--- config.mk ---
export PLATFORM = sky130hd
export DESIGN_NAME = clk_run_ctrl
export DESIGN_NICKNAME = d
export VERILOG_FILES = /design/src/rtl/clk_run_ctrl.sv
export SDC_FILE = /design/constraint.sdc
export NUM_CORES = 1
export LEC_CHECK = 0
export ABC_AREA = 1
export BUFFER_PORTS_ARGS = -buffer_cell sky130_fd_sc_hd__buf_2
export CAP_MARGIN = 15
export CORE_MARGIN = 10
export CORE_UTILIZATION = 39
export DETAILED_ROUTE_END_ITERATION = 10
export GPL_ROUTABILITY_DRIVEN = 0
export HOLD_SLACK_MARGIN = 0.06
export SYNTH_ARGS = -nofsm -noshare
export SYNTH_HDL_FRONTEND = slang
export SYNTH_SLANG_ARGS = --single-unit
--- constraint.sdc ---
create_clock -name clk -period 2.1 [get_ports clk]
set_input_delay 0.63 -clock clk [delete_from_list [all_inputs] [get_ports clk]]
set_output_delay 0.63 -clock clk [all_outputs]
set_load 0.02 [all_outputs]
--- src/rtl/clk_run_ctrl.sv ---
// Run-control stage feeding the divided-clock generator: button debounce,
// start/stop FSM, completion detect, watchdog and run-cycle counter.

module clk_run_debounce #(
    parameter logic [15:0] CYCLES = 16'd50000
) (
    input  logic clk,
    input  logic rst_n,
    input  logic level,
    output logic accepted
);
    logic [15:0] cnt;

    // NOTE: sequential state is always assigned with <= so every flop samples pre-edge values.
    always_ff @(posedge clk or negedge rst_n) begin
        if (!rst_n) begin
            cnt      <= '0;
            accepted <= 1'b0;
        end else if (level != accepted) begin
            if (cnt == CYCLES - 16'd1) begin
                accepted <= level;
                cnt      <= '0;
            end else begin
                cnt <= cnt + 16'd1;
            end
        end else begin
            cnt <= '0;
        end
    end
endmodule

module clk_run_ctrl #(
    parameter logic [15:0] DEBOUNCE_CYCLES = 16'd50000,
    parameter logic [31:0] TIMEOUT_CYCLES  = 32'd100000000,
    parameter int          CNT_W           = 32
) (
    input  logic             clk,
    input  logic             rst_n,
    input  logic             start_btn,
    input  logic             stop_btn,
    input  logic             proc_done,
    output logic             active,
    output logic             busy,
    output logic             finished,
    output logic             timed_out,
    output logic             aborted,
    output logic [CNT_W-1:0] run_cycles
);
    typedef enum logic [1:0] {IDLE, RUN, HALT} state_t;

    localparam logic [CNT_W-1:0] WDOG_LAST = CNT_W'(TIMEOUT_CYCLES - 32'd1);
    localparam logic [CNT_W-1:0] CNT_MAX   = '1;

    state_t     state;
    logic [2:0] sync_meta;
    logic [2:0] sync_q;
    logic       done_d;
    logic       start_acc;
    logic       stop_acc;
    logic       start_acc_d;
    logic       stop_acc_d;
    logic       start_ev;
    logic       stop_ev;
    logic       done_ev;

    // Bit order: {proc_done, stop_btn, start_btn}; proc_done crosses from the divided domain.
    always_ff @(posedge clk or negedge rst_n) begin
        if (!rst_n) begin
            sync_meta   <= '0;
            sync_q      <= '0;
            done_d      <= 1'b0;
            start_acc_d <= 1'b0;
            stop_acc_d  <= 1'b0;
        end else begin
            sync_meta   <= {proc_done, stop_btn, start_btn};
            sync_q      <= sync_meta;
            done_d      <= sync_q[2];
            start_acc_d <= start_acc;
            stop_acc_d  <= stop_acc;
        end
    end

    clk_run_debounce #(.CYCLES(DEBOUNCE_CYCLES)) u_start_db (
        .clk      (clk),
        .rst_n    (rst_n),
        .level    (sync_q[0]),
        .accepted (start_acc)
    );

    clk_run_debounce #(.CYCLES(DEBOUNCE_CYCLES)) u_stop_db (
        .clk      (clk),
        .rst_n    (rst_n),
        .level    (sync_q[1]),
        .accepted (stop_acc)
    );

    assign start_ev = start_acc & ~start_acc_d;
    assign stop_ev  = stop_acc & ~stop_acc_d;
    assign done_ev  = sync_q[2] & ~done_d;

    always_ff @(posedge clk or negedge rst_n) begin
        if (!rst_n) begin
            state      <= IDLE;
            active     <= 1'b0;
            busy       <= 1'b0;
            finished   <= 1'b0;
            timed_out  <= 1'b0;
            aborted    <= 1'b0;
            run_cycles <= '0;
        end else begin
            finished <= 1'b0;
            case (state)
                IDLE: begin
                    if (start_ev) begin
                        state      <= RUN;
                        active     <= 1'b1;
                        busy       <= 1'b1;
                        run_cycles <= '0;
                        timed_out  <= 1'b0;
                        aborted    <= 1'b0;
                    end
                end
                RUN: begin
                    if (run_cycles != CNT_MAX) begin
                        run_cycles <= run_cycles + 1'b1;
                    end
                    // Exactly one exit cause is flagged: stop beats done beats watchdog.
                    if (stop_ev) begin
                        state   <= HALT;
                        active  <= 1'b0;
                        aborted <= 1'b1;
                    end else if (done_ev) begin
                        state    <= HALT;
                        active   <= 1'b0;
                        finished <= 1'b1;
                    end else if (run_cycles == WDOG_LAST) begin
                        state     <= HALT;
                        active    <= 1'b0;
                        timed_out <= 1'b1;
                    end
                end
                HALT: begin
                    if (!start_acc) begin
                        state <= IDLE;
                        busy  <= 1'b0;
                    end
                end
                default: begin
                    state  <= IDLE;
                    active <= 1'b0;
                    busy   <= 1'b0;
                end
            endcase
        end
    end
endmodule

==> summary.md <==
| Metric | Value |
|---|---|
| WP data arrival | 2160 ps |
| Worst hold slack | 257 ps |
| Dominant cell type by area after synthesis | dfrtp_1 |
| H-tree Lvls | 3 |
| RSZ-0062 raised after global routing | no |
| Yosys warning total | 0 |
| Die X | 128 microns |
| Post-Syn Nets | 638 |
| Slowest CP cell | dfrtp_1 |
| Vias in the first global route | 3974 |
| Worst-path maximum fanout | 21 |
| Area Growth Syn to Fin | 16.4% |
| Placed inst area | 5030 sq um |
| Vias per cell | 4.87 |
| First-pass DRT Iterations | 4 |
| Final setup violating endpoints | 0 |
| Max-slew violation count | 0 |
| Setup ws final | 210 ps |
| Vias | 4069 |
| Req. time, crit path | 2370 ps |
| Cells along the critical path | ha_1 -> nand3_2 -> inv_2 -> nand2_4 -> nor2_4 -> nand3_4 -> nand2_8 -> buf_12 -> nand2_1 -> o21ai_0 |
| Core ar. | 11500 sq um |
| Distinct cells, synth | 31 |
| Initial antenna violation count | 0 |
| Clk_lat worst skew | 350 ps |
| Asr flop ratio synth | 100% |
| Worst path max stage delay | 430 ps |
| Post-synth EDFFs | 0 |
| Initial Utilization | 39.9% |
| Seq cells post-synth | 82 |
| Top-count cell post-synth | nand2_1 |
| Worst Setup End Kind | flop |
| Final core utilization | 46.4% |
| Layout cells sized above 1 | 13.2% |
| Die Y | 128 microns |
| CTS root buf | clkbuf_16 |
| CP startpoint kind | flop |
| Pin count of the biggest net entering global routing | 59 |
| Mapped Area | 4580 sq um |
| Largest cells by area after synthesis | dfrtp_1, nand2_1, nor2_1 |
| Worst-Margin Slew | 549 ps |
| Filler cell count | 1149 |
| PwrDens | 607 nW/um^2 |
| Nets | 696 |
| Mapped Cells | 630 |
| Seq/Total Area, Yosys | 44.8% |
| Post-detail-place hpwl | 8880 microns |
| Clk_skew | 5.33 ps |
| Die ar. | 16500 sq um |
| Post-route DRC | 0 |
| Max-cap violations | 0 |
| Total gr overflow | 0 |
| Average wire per standard cell | 14.0 microns |
| Max_slew headroom | 63.1% |
| Status | finished clean |
| CTS Sinks | 82 |
| DRT Wirelength | 11700 microns |
| Peak supply drop | 0.412 mV |
| Syn avg cell area | 7.26 sq um |
| First-pass GRT wire length | 19500 microns |
| Synth Flop Type | dfrtp_1 |
| Fmax | 0.529 GHz |
| Final period util | 90.0% |
| Total CTS buffers | 9 |
| Buffers from clock root to sink, at most | 2 |
| Final setup TNS | 0 ps |
| Yosys top cell area share | 44.8% |
| Remaining antenna violation count after routing | 0 |
| Ant diodes | 0 |
| P_leak | 2.50 nW |
| Multi-input logic area | 2220 sq um |
| CTS tree | yes |
| Place WS | 196 ps |
| I/O pin count | 42 |
| Reg clk slew, reported paths | 60 ps |
| Fin area | 5320 sq um |
| Cell row count | 39 |
| Storage cell area | 2050 sq um |
| Most instantiated cells after synthesis | nand2_1, nor2_1, dfrtp_1 |
| Final hold viol count | 0 |
| Gr usage total | 14.8% |
| Tmin final | 1890 ps |
| Hold Buf Count CTS | 0 |
| Crit path kind | flop to flop |
| Port bufs | 41 |
| Hold Path Class | input port to asynchronous set/reset pin |
| DR iter-0 viols | 271 |
-- worst max-delay path, delay by kind of cell (launching register included) --
| family | cells | cell delay [ps] |
|---|---|---|
| AOI/OAI and AO/OA | 1 | 80 |
| adders and majority gates | 1 | 280 |
| buffers and inverters | 2 | 310 |
| DFF | 1 | 430 |
| and+or+nand+nor | 6 | 690 |
-- per-layer routing --
layer | GRT usage, % | part of all wire (%) | vias up
met5 | 0 | 0 | -
met4 | 7.42 | 2.6 | 0
met3 | 3.60 | 6.5 | 17
met2 | 23.8 | 45 | 97
met1 | 18.2 | 46 | 1841
li1 | - | - | 2114
-- area by class of cell --
type / instances / area share, %
clock inverters: 6 / 1.10
multi-input cells: 471 / 41.7
repair buffers: 53 / 6.06
well taps: 143 / 3.36
flip-flops and latches: 82 / 38.5
inverters: 71 / 5.01
clock buffers: 9 / 4.23
-- cell families after synthesis --
logic type	after synthesis	synth area share, %
xor gates and xnor gates	21	4.02
and+or+nand+nor	411	38.7
AOI/OAI and AO/OA	36	4.81
DFF	82	44.8
adders and majority gates	3	0.820
buffers and inverters	77	6.84
-- per-stage QoR --
| step | std cells | power (mW) |
|---|---|---|
| 6_report | 835 | 3.23 |
| 4_1_cts | 835 | 3.27 |
| 3_5_place_dp | 820 | 1.71 |
| 3_3_place_gp | 820 | 1.71 |
| 2_1_floorplan | 630 | 1.66 |
| 5_1_grt | 835 | 3.33 |
-- placed cells by master, fill, tap and decap left out, types with 2 or more instances in the layout --
cell type / synthesis / layout
clkinv_2: 0 / 4
ha_1: 3 / 3
nor3b_1: 5 / 5
clkbuf_16: 0 / 9
nand2_1: 206 / 206
o21ai_2: 10 / 10
a31oi_1: 2 / 2
o21ai_0: 12 / 12
nor2_1: 99 / 99
buf_12: 0 / 2
dfrtp_1: 82 / 82
a21oi_1: 8 / 8
o21ai_1: 4 / 4
xnor2_1: 7 / 7
nor3_1: 20 / 20
nand3b_1: 2 / 2
xor2_1: 14 / 14
inv_1: 69 / 69
or2_2: 2 / 2
nand4_1: 11 / 11
nand2_4: 3 / 2
buf_2: 1 / 40
buf_4: 0 / 11
nor2_4: 3 / 3
nand3_1: 54 / 54
-- report_power, final --
part	leakage (nW)	switching [mW]	internal [mW]
Combinational	1.23	0.0525	0.0217
Sequential	1.12	0.00982	1.60
Clock	0.145	0.646	0.907
Total	2.50	0.709	2.52
-- path summary, 6_finish.rpt --
| check | startpoint | endpoint | slack, ps | cells past startpoint |
|---|---|---|---|---|
| hold / removal | rst_n | run_cycles[3] | 260 | 2 |
| hold reg to reg | sync_meta[0] | sync_q[0] | 350 | 0 |
| setup reg to reg | run_cycles[1] | run_cycles[2] | 210 | 10 |
| max in group asynchronous | rst_n | u_start_db.cnt[15] | 1570 | 2 |
| setup / recovery | run_cycles[1] | run_cycles[2] | 210 | 10 |
| min in group clk | sync_meta[0] | sync_q[0] | 350 | 0 |
-- sequential cells by signal, summed over array words and instances, names as in the netlist, 2 cells and up --
signal,cells
sync_meta,3
u_stop_db.cnt,16
state,2
u_start_db.cnt,16
sync_q,3
run_cycles,32
-- timing repair --
item	in CTS	in global routing
buffers inserted	0	0
gates resized for setup	0	1
endpoints found under the setup margin	0	1
No activity file was read; power rests on OpenSTA's default activity.
